==> config.mk <==
export PLATFORM = sky130hd
export DESIGN_NAME = relu_maxpool_unit
export DESIGN_NICKNAME = d
export VERILOG_FILES = /design/src/rtl/acc_pkg.sv /design/src/rtl/relu_maxpool_unit_sync_fifo.sv /design/src/rtl/relu_maxpool_unit.sv
export SDC_FILE = /design/constraint.sdc
export NUM_CORES = 1
export LEC_CHECK = 0
export ABC_AREA = 1
export BUFFER_PORTS_ARGS = -buffer_cell sky130_fd_sc_hd__buf_2
export CORE_MARGIN = 5
export CORE_UTILIZATION = 25
export CTS_BUF_LIST = sky130_fd_sc_hd__clkbuf_4 sky130_fd_sc_hd__clkbuf_8
export CTS_CLUSTER_SIZE = 16
export DETAILED_ROUTE_END_ITERATION = 10
export PLACE_DENSITY = 0.46
export SLEW_MARGIN = 10
export SYNTH_ARGS = -nofsm -noshare
export SYNTH_HDL_FRONTEND = slang
export SYNTH_SLANG_ARGS = --single-unit
==> constraint.sdc <==
create_clock -name clk -period 2.2 [get_ports clk]
set_input_delay 0.44 -clock clk [delete_from_list [all_inputs] [get_ports clk]]
set_output_delay 0.44 -clock clk [all_outputs]
set_load 0.02 [all_outputs]
==> src/rtl/acc_pkg.sv <==
// Shared types and helpers for the accumulator output path.
package acc_pkg;

  localparam int PIX_W      = 8;
  localparam int POOL_BEATS = 4;

  typedef logic signed [PIX_W-1:0] pixel_t;

  typedef struct packed {
    pixel_t data;
    logic   last;
  } fifo_entry_t;

  function automatic pixel_t signed_max(input pixel_t a, input pixel_t b);
    return (a > b) ? a : b;
  endfunction

endpackage

==> src/rtl/relu_maxpool_unit_sync_fifo.sv <==
// First-word-fall-through synchronous FIFO; pointers carry one wrap bit.
module sync_fifo #(
  parameter int WIDTH = 9,
  parameter int DEPTH = 16
) (
  input  logic             clk,
  input  logic             rst,
  input  logic             i_wr_en,
  input  logic [WIDTH-1:0] i_din,
  input  logic             i_rd_en,
  output logic [WIDTH-1:0] o_dout,
  output logic             o_full,
  output logic             o_empty
);

  localparam int AW = $clog2(DEPTH);

  logic [WIDTH-1:0] r_mem [DEPTH];
  logic [AW:0]      r_wptr;
  logic [AW:0]      r_rptr;
  logic             w_do_wr;
  logic             w_do_rd;

  // Full/empty decided by the wrap bit; a full FIFO may still accept a
  // write in the same cycle it is read.
  always_comb begin
    o_empty = (r_wptr == r_rptr);
    o_full  = (r_wptr[AW] != r_rptr[AW]) && (r_wptr[AW-1:0] == r_rptr[AW-1:0]);
    w_do_rd = i_rd_en && !o_empty;
    w_do_wr = i_wr_en && (!o_full || w_do_rd);
    o_dout  = r_mem[r_rptr[AW-1:0]];
  end

  // Storage array write
  always_ff @(posedge clk) begin
    if (w_do_wr) begin
      r_mem[r_wptr[AW-1:0]] <= i_din;
    end
  end

  // Read/write pointer advance
  always_ff @(posedge clk) begin
    if (rst) begin
      r_wptr <= '0;
      r_rptr <= '0;
    end else begin
      if (w_do_wr) r_wptr <= r_wptr + 1'b1;
      if (w_do_rd) r_rptr <= r_rptr + 1'b1;
    end
  end

endmodule

==> src/rtl/relu_maxpool_unit.sv <==
// ReLU + 2x2 max-pool reduction of the conv pixel stream with FWFT output FIFO.
module relu_maxpool_unit
  import acc_pkg::*;
#(
  parameter int FIFO_DEPTH = 16,
  parameter int DATA_W     = 8
) (
  input  logic              clk,
  input  logic              rst,
  input  logic              conv_valid_i,
  input  logic              last_i,
  input  logic [DATA_W-1:0] conv_result_i,
  input  logic              relu_en_i,
  input  logic              pool_en_i,
  output logic              pool_valid_o,
  input  logic              pool_ready_i,
  output logic [DATA_W-1:0] pool_data_o,
  output logic              pool_last_o,
  output logic              overflow_o,
  output logic              frame_err_o,
  output logic              busy_o
);

  localparam int            CW       = $clog2(POOL_BEATS);
  localparam logic [CW-1:0] LAST_IDX = CW'(POOL_BEATS - 1);

  logic [CW-1:0]  r_cnt;
  pixel_t         r_max;
  logic           r_relu;
  logic           r_pool;
  logic           r_push_vld;
  fifo_entry_t    r_push;
  logic           r_overflow;
  logic           r_frame_err;

  pixel_t         w_x;
  pixel_t         w_v;
  pixel_t         w_max_next;
  logic           w_first;
  logic           w_relu_mode;
  logic           w_pool_mode;
  logic           w_complete;
  logic           w_short_last;
  logic           w_pop;
  logic           w_full;
  logic           w_empty;
  logic [$bits(fifo_entry_t)-1:0] w_head_bits;
  fifo_entry_t    w_head;

  // Per-beat datapath: modes come live from the inputs on index 0 and
  // from the latches for the rest of the window.
  always_comb begin
    w_x          = conv_result_i;
    w_first      = (r_cnt == '0);
    w_relu_mode  = w_first ? relu_en_i : r_relu;
    w_pool_mode  = w_first ? pool_en_i : r_pool;
    w_v          = (w_relu_mode && w_x[PIX_W-1]) ? '0 : w_x;
    w_max_next   = w_first ? w_v : signed_max(r_max, w_v);
    w_complete   = conv_valid_i && (!w_pool_mode || last_i || (r_cnt == LAST_IDX));
    w_short_last = conv_valid_i && last_i && w_pool_mode && (r_cnt != LAST_IDX);
  end

  // Beat counter, running max and window mode latches
  always_ff @(posedge clk) begin
    if (rst) begin
      r_cnt  <= '0;
      r_max  <= '0;
      r_relu <= 1'b0;
      r_pool <= 1'b0;
    end else if (conv_valid_i) begin
      r_max <= w_max_next;
      r_cnt <= w_complete ? '0 : r_cnt + 1'b1;
      if (w_first) begin
        r_relu <= relu_en_i;
        r_pool <= pool_en_i;
      end
    end
  end

  // Push stage: a completed window is written into the FIFO one edge later
  always_ff @(posedge clk) begin
    if (rst) begin
      r_push_vld <= 1'b0;
      r_push     <= '0;
    end else begin
      r_push_vld <= w_complete;
      if (w_complete) begin
        r_push.data <= w_max_next;
        r_push.last <= last_i;
      end
    end
  end

  // Sticky error flags, cleared only by reset
  always_ff @(posedge clk) begin
    if (rst) begin
      r_overflow  <= 1'b0;
      r_frame_err <= 1'b0;
    end else begin
      if (r_push_vld && w_full && !w_pop) r_overflow  <= 1'b1;
      if (w_short_last)                   r_frame_err <= 1'b1;
    end
  end

  sync_fifo #(
    .WIDTH ($bits(fifo_entry_t)),
    .DEPTH (FIFO_DEPTH)
  ) u_fifo (
    .clk     (clk),
    .rst     (rst),
    .i_wr_en (r_push_vld),
    .i_din   (r_push),
    .i_rd_en (w_pop),
    .o_dout  (w_head_bits),
    .o_full  (w_full),
    .o_empty (w_empty)
  );

  // Output view of the FIFO head; data and last read as 0 while empty
  always_comb begin
    w_head       = fifo_entry_t'(w_head_bits);
    w_pop        = !w_empty && pool_ready_i;
    pool_valid_o = !w_empty;
    pool_data_o  = w_empty ? '0 : w_head.data;
    pool_last_o  = w_empty ? 1'b0 : w_head.last;
    overflow_o   = r_overflow;
    frame_err_o  = r_frame_err;
    busy_o       = (r_cnt != '0) || r_push_vld || !w_empty;
  end

endmodule

==> impl_results.md <==
* Initial Util at 0.253
* Vias per Instance at 4.35
* Global routing's busiest layer: met1
* Crit-path slowest cell: dfxtp_4
* Mapped Nets at 795
* # port buffers at 27
* First-pass GRT wire length at 30.0 mm
* R2R cell count at 18
* Critical path endpoint category: output pin
* WL/cell at 15.7 µm
* Clock slew at reported path FFs at 0.11 ns
* Final wirelength at 19.6 mm
* Synthesized flop and latch total at 182
* Syn avg cell area at 10.4 µm²
* Min-delay src: last_i
* GP Congestion at 0.774
* FP Rows at 65
* Post-route clock period utilization at 1.14
* DRC at 0
* Post-CTS Hold Buffers at 0
* Post-synth top flop: edfxtp_1
* Total Die Area at 35,500 µm²
* Critical register-to-register path startpoint: r_cnt[0]
* M3 GR Usage at 0.0232
* Worst VDD drop at 0.000441 V
* Clock Latency Late Sink at 0.48 ns
* Vias in the first global route at 5,169
* Failing checks: negative setup slack
* Final hold slack at 0.272 ns
* Count of cell types in the netlist at 32
* Critical path type: reg2out
* # diodes at 0
* Critical-path cell list: buf_12, buf_12, a21oi_1, o21ai_1, nand3_1, a21oi_2, a211oi_2, buf_4, buf_4
* Setup Slack @ Placement at -0.196 ns
* CTS tree: yes
* Final WS setup at -0.312 ns
* I/O pin total at 28
* RSZ-0062 raised after global routing: yes
* Worst endpoint data arrival time at 2.07 ns
* Antenna violations before repair at 0
* Reg2Reg Setup Slack at -0.16 ns
* Core Region at 31,500 µm²
* Final min period at 2.51 ns
* Longest Clk Path Bufs at 2
* Met1 global-route usage at 0.161
* Die Y at 188 µm
* DP HPWL at 12.0 mm
* DR pass1 iterations at 4
* Power per cell area at 816 nW/µm²
* TritonCTS buffer count at 17
* Post-synthesis cell count at 765
* Filler instances at 3,184
* Gr usage total at 0.107
* CTS HTree Levels at 4
* Maximum number of pins on one net before global-route repair at 49
* CP Max Fanout at 19
* Clock Skew at 0.0299 ns
* Synthesized area at 7950 µm²
* CP top delay family: buffers and inverters
* Measured slew at the worst slew-check pin at 0.798 ns
* Hold Crit Class: in2reg
* Leakage at 3.88 nW
* Share of cells above drive strength 1 at 0.274
* CP Launch Type: flop
* Clk sinks at 182
* Max cap viols at 0
* Met2 Usage GRT at 0.158
* Hold Path Sink: r_push[0]
* Root Driver: clkbuf_8
* Sequential fraction of the synthesis area at 0.640
* Crit path required time at 1.76 ns
* Die extent in x at 188 µm
* Final hold violation count at 0
* Slew Limit Headroom at 0.467
* Yosys warns at 0
* Status: complete, but fails checks
* Worst hold path cell count at 3
* Routed Antenna Nets at 0
* RR Endpoint: r_max[3]
* Post-synth EDFFs at 144
* Pins Over Slew Limit at 0
* Fmax at 0.398 GHz
* GRT overflow at 0
* Synthesis-to-finish area growth at 25.7%
* Iter 0 DRT Violations at 308
* DR vias at 5,432
* Final Setup Violations at 25
* Async S/R FF share, synth at 0
* Nets at 864
* CP max stage delay at 0.38 ns
* Crit path buf inv count at 4
==> tightest hold or removal path: stages <==
cell,delay (ns)
buf_2,0.11
nand2_1,0.08
a21oi_1,0.06
==> cell type report <==
cell class                      count  area (µm²)  area share
Clock buffer                       17         234      0.0234
Clock inverter                     15         209      0.0209
Inverter                          121         459      0.0459
Multi-Input combinational cell    426        2690       0.269
Sequential cell                   182        5100       0.510
Tap cell                          402         503      0.0503
Timing Repair Buffer               86         801      0.0801
==> report_power, final <==
part           switching [mW]  leakage (nW)  internal, mW
sequential              0.119          1.68          3.79
clock                    1.51         0.219         0.921
combinational            1.04          1.98         0.779
==> worst max-delay path by stage <==
stage	slack [ns]	endpoint	cells past startpoint
2_1_floorplan	0.01	r_max[5]	19
3_3_place_gp	-0.14	r_push[2]	19
3_5_place_dp	-0.20	r_max[6]	18
4_1_cts	-0.34	pool_last_o	8
5_1_grt	-0.44	pool_data_o[4]	9
6_report	-0.31	pool_data_o[0]	9
==> through the flow <==
stage	std cells	cell area (µm²)	util	setup TNS, ns	power [mW]
after global placement	1203	8840	0.281	-1.92	5.34
after global routing	1249	9990	0.318	-9.17	8.61
after floorplan	765	7960	-	0	4.82
after detailed placement	1203	8840	0.281	-2.76	5.34
final	1249	9990	0.318	-4.78	8.15
after CTS	1239	9540	0.303	-5.06	7.93
==> cells by family after synthesis <==
| group | count (synthesis) | synth area share |
|---|---|---|
| and+or+nand+nor | 222 | 0.120 |
| AOI/OAI and AO/OA | 180 | 0.127 |
| xor gates and xnor gates | 8 | 0.00881 |
| DFF | 182 | 0.640 |
| adders and majority gates | 15 | 0.0236 |
| buffers and inverters | 158 | 0.0812 |
==> layout by cell type, fill, tap and decap left out, types with 24 or more instances in the layout <==
master    count
dfxtp_1      30
o211ai_1     24
nand2_1      88
nand3_1      47
nor2_1       32
o21ai_0      37
edfxtp_1    144
a21oi_1      58
buf_4        50
inv_1       110
==> routing by layer <==
metal / wire length, µm / vias up
met5: 0 / -
met4: 171 / 0
met3: 716 / 14
met2: 8620 / 96
met1: 10100 / 2575
li1: - / 2747
==> what timing repair did <==
item | CTS | global route
resized for setup | 63 | 93
pin swaps | 19 | 44
buffers inserted | 3 | 5
hold endpoints to repair | 0 | 0
setup endpoints to repair | 27 | 27
cloned | 1 | 6
==> sequential cells by signal (all words and copies together) (netlist names), 2 cells and up, named ones only <==
name           count
r_push             9
r_max              8
u_fifo.r_wptr      5
u_fifo.r_rptr      5
u_fifo.r_mem     144
r_cnt              2
==> synth_stat cells, types with 4 or more instances <==
library cell / n / area share
a21oi_1: 77 / 0.048
nor2_1: 37 / 0.017
xor2_1: 7 / 0.0077
o21ai_1: 9 / 0.0057
nor2_2: 4 / 0.0031
inv_1: 116 / 0.055
o21ai_0: 55 / 0.035
ha_1: 15 / 0.024
dfxtp_1: 38 / 0.096
o211ai_1: 24 / 0.023
nand3_1: 56 / 0.035
buf_2: 21 / 0.013
clkbuf_1: 10 / 0.0047
edfxtp_1: 144 / 0.54
a211oi_1: 9 / 0.0085
nand2_1: 116 / 0.055
No activity file was read; power rests on OpenSTA's default activity.
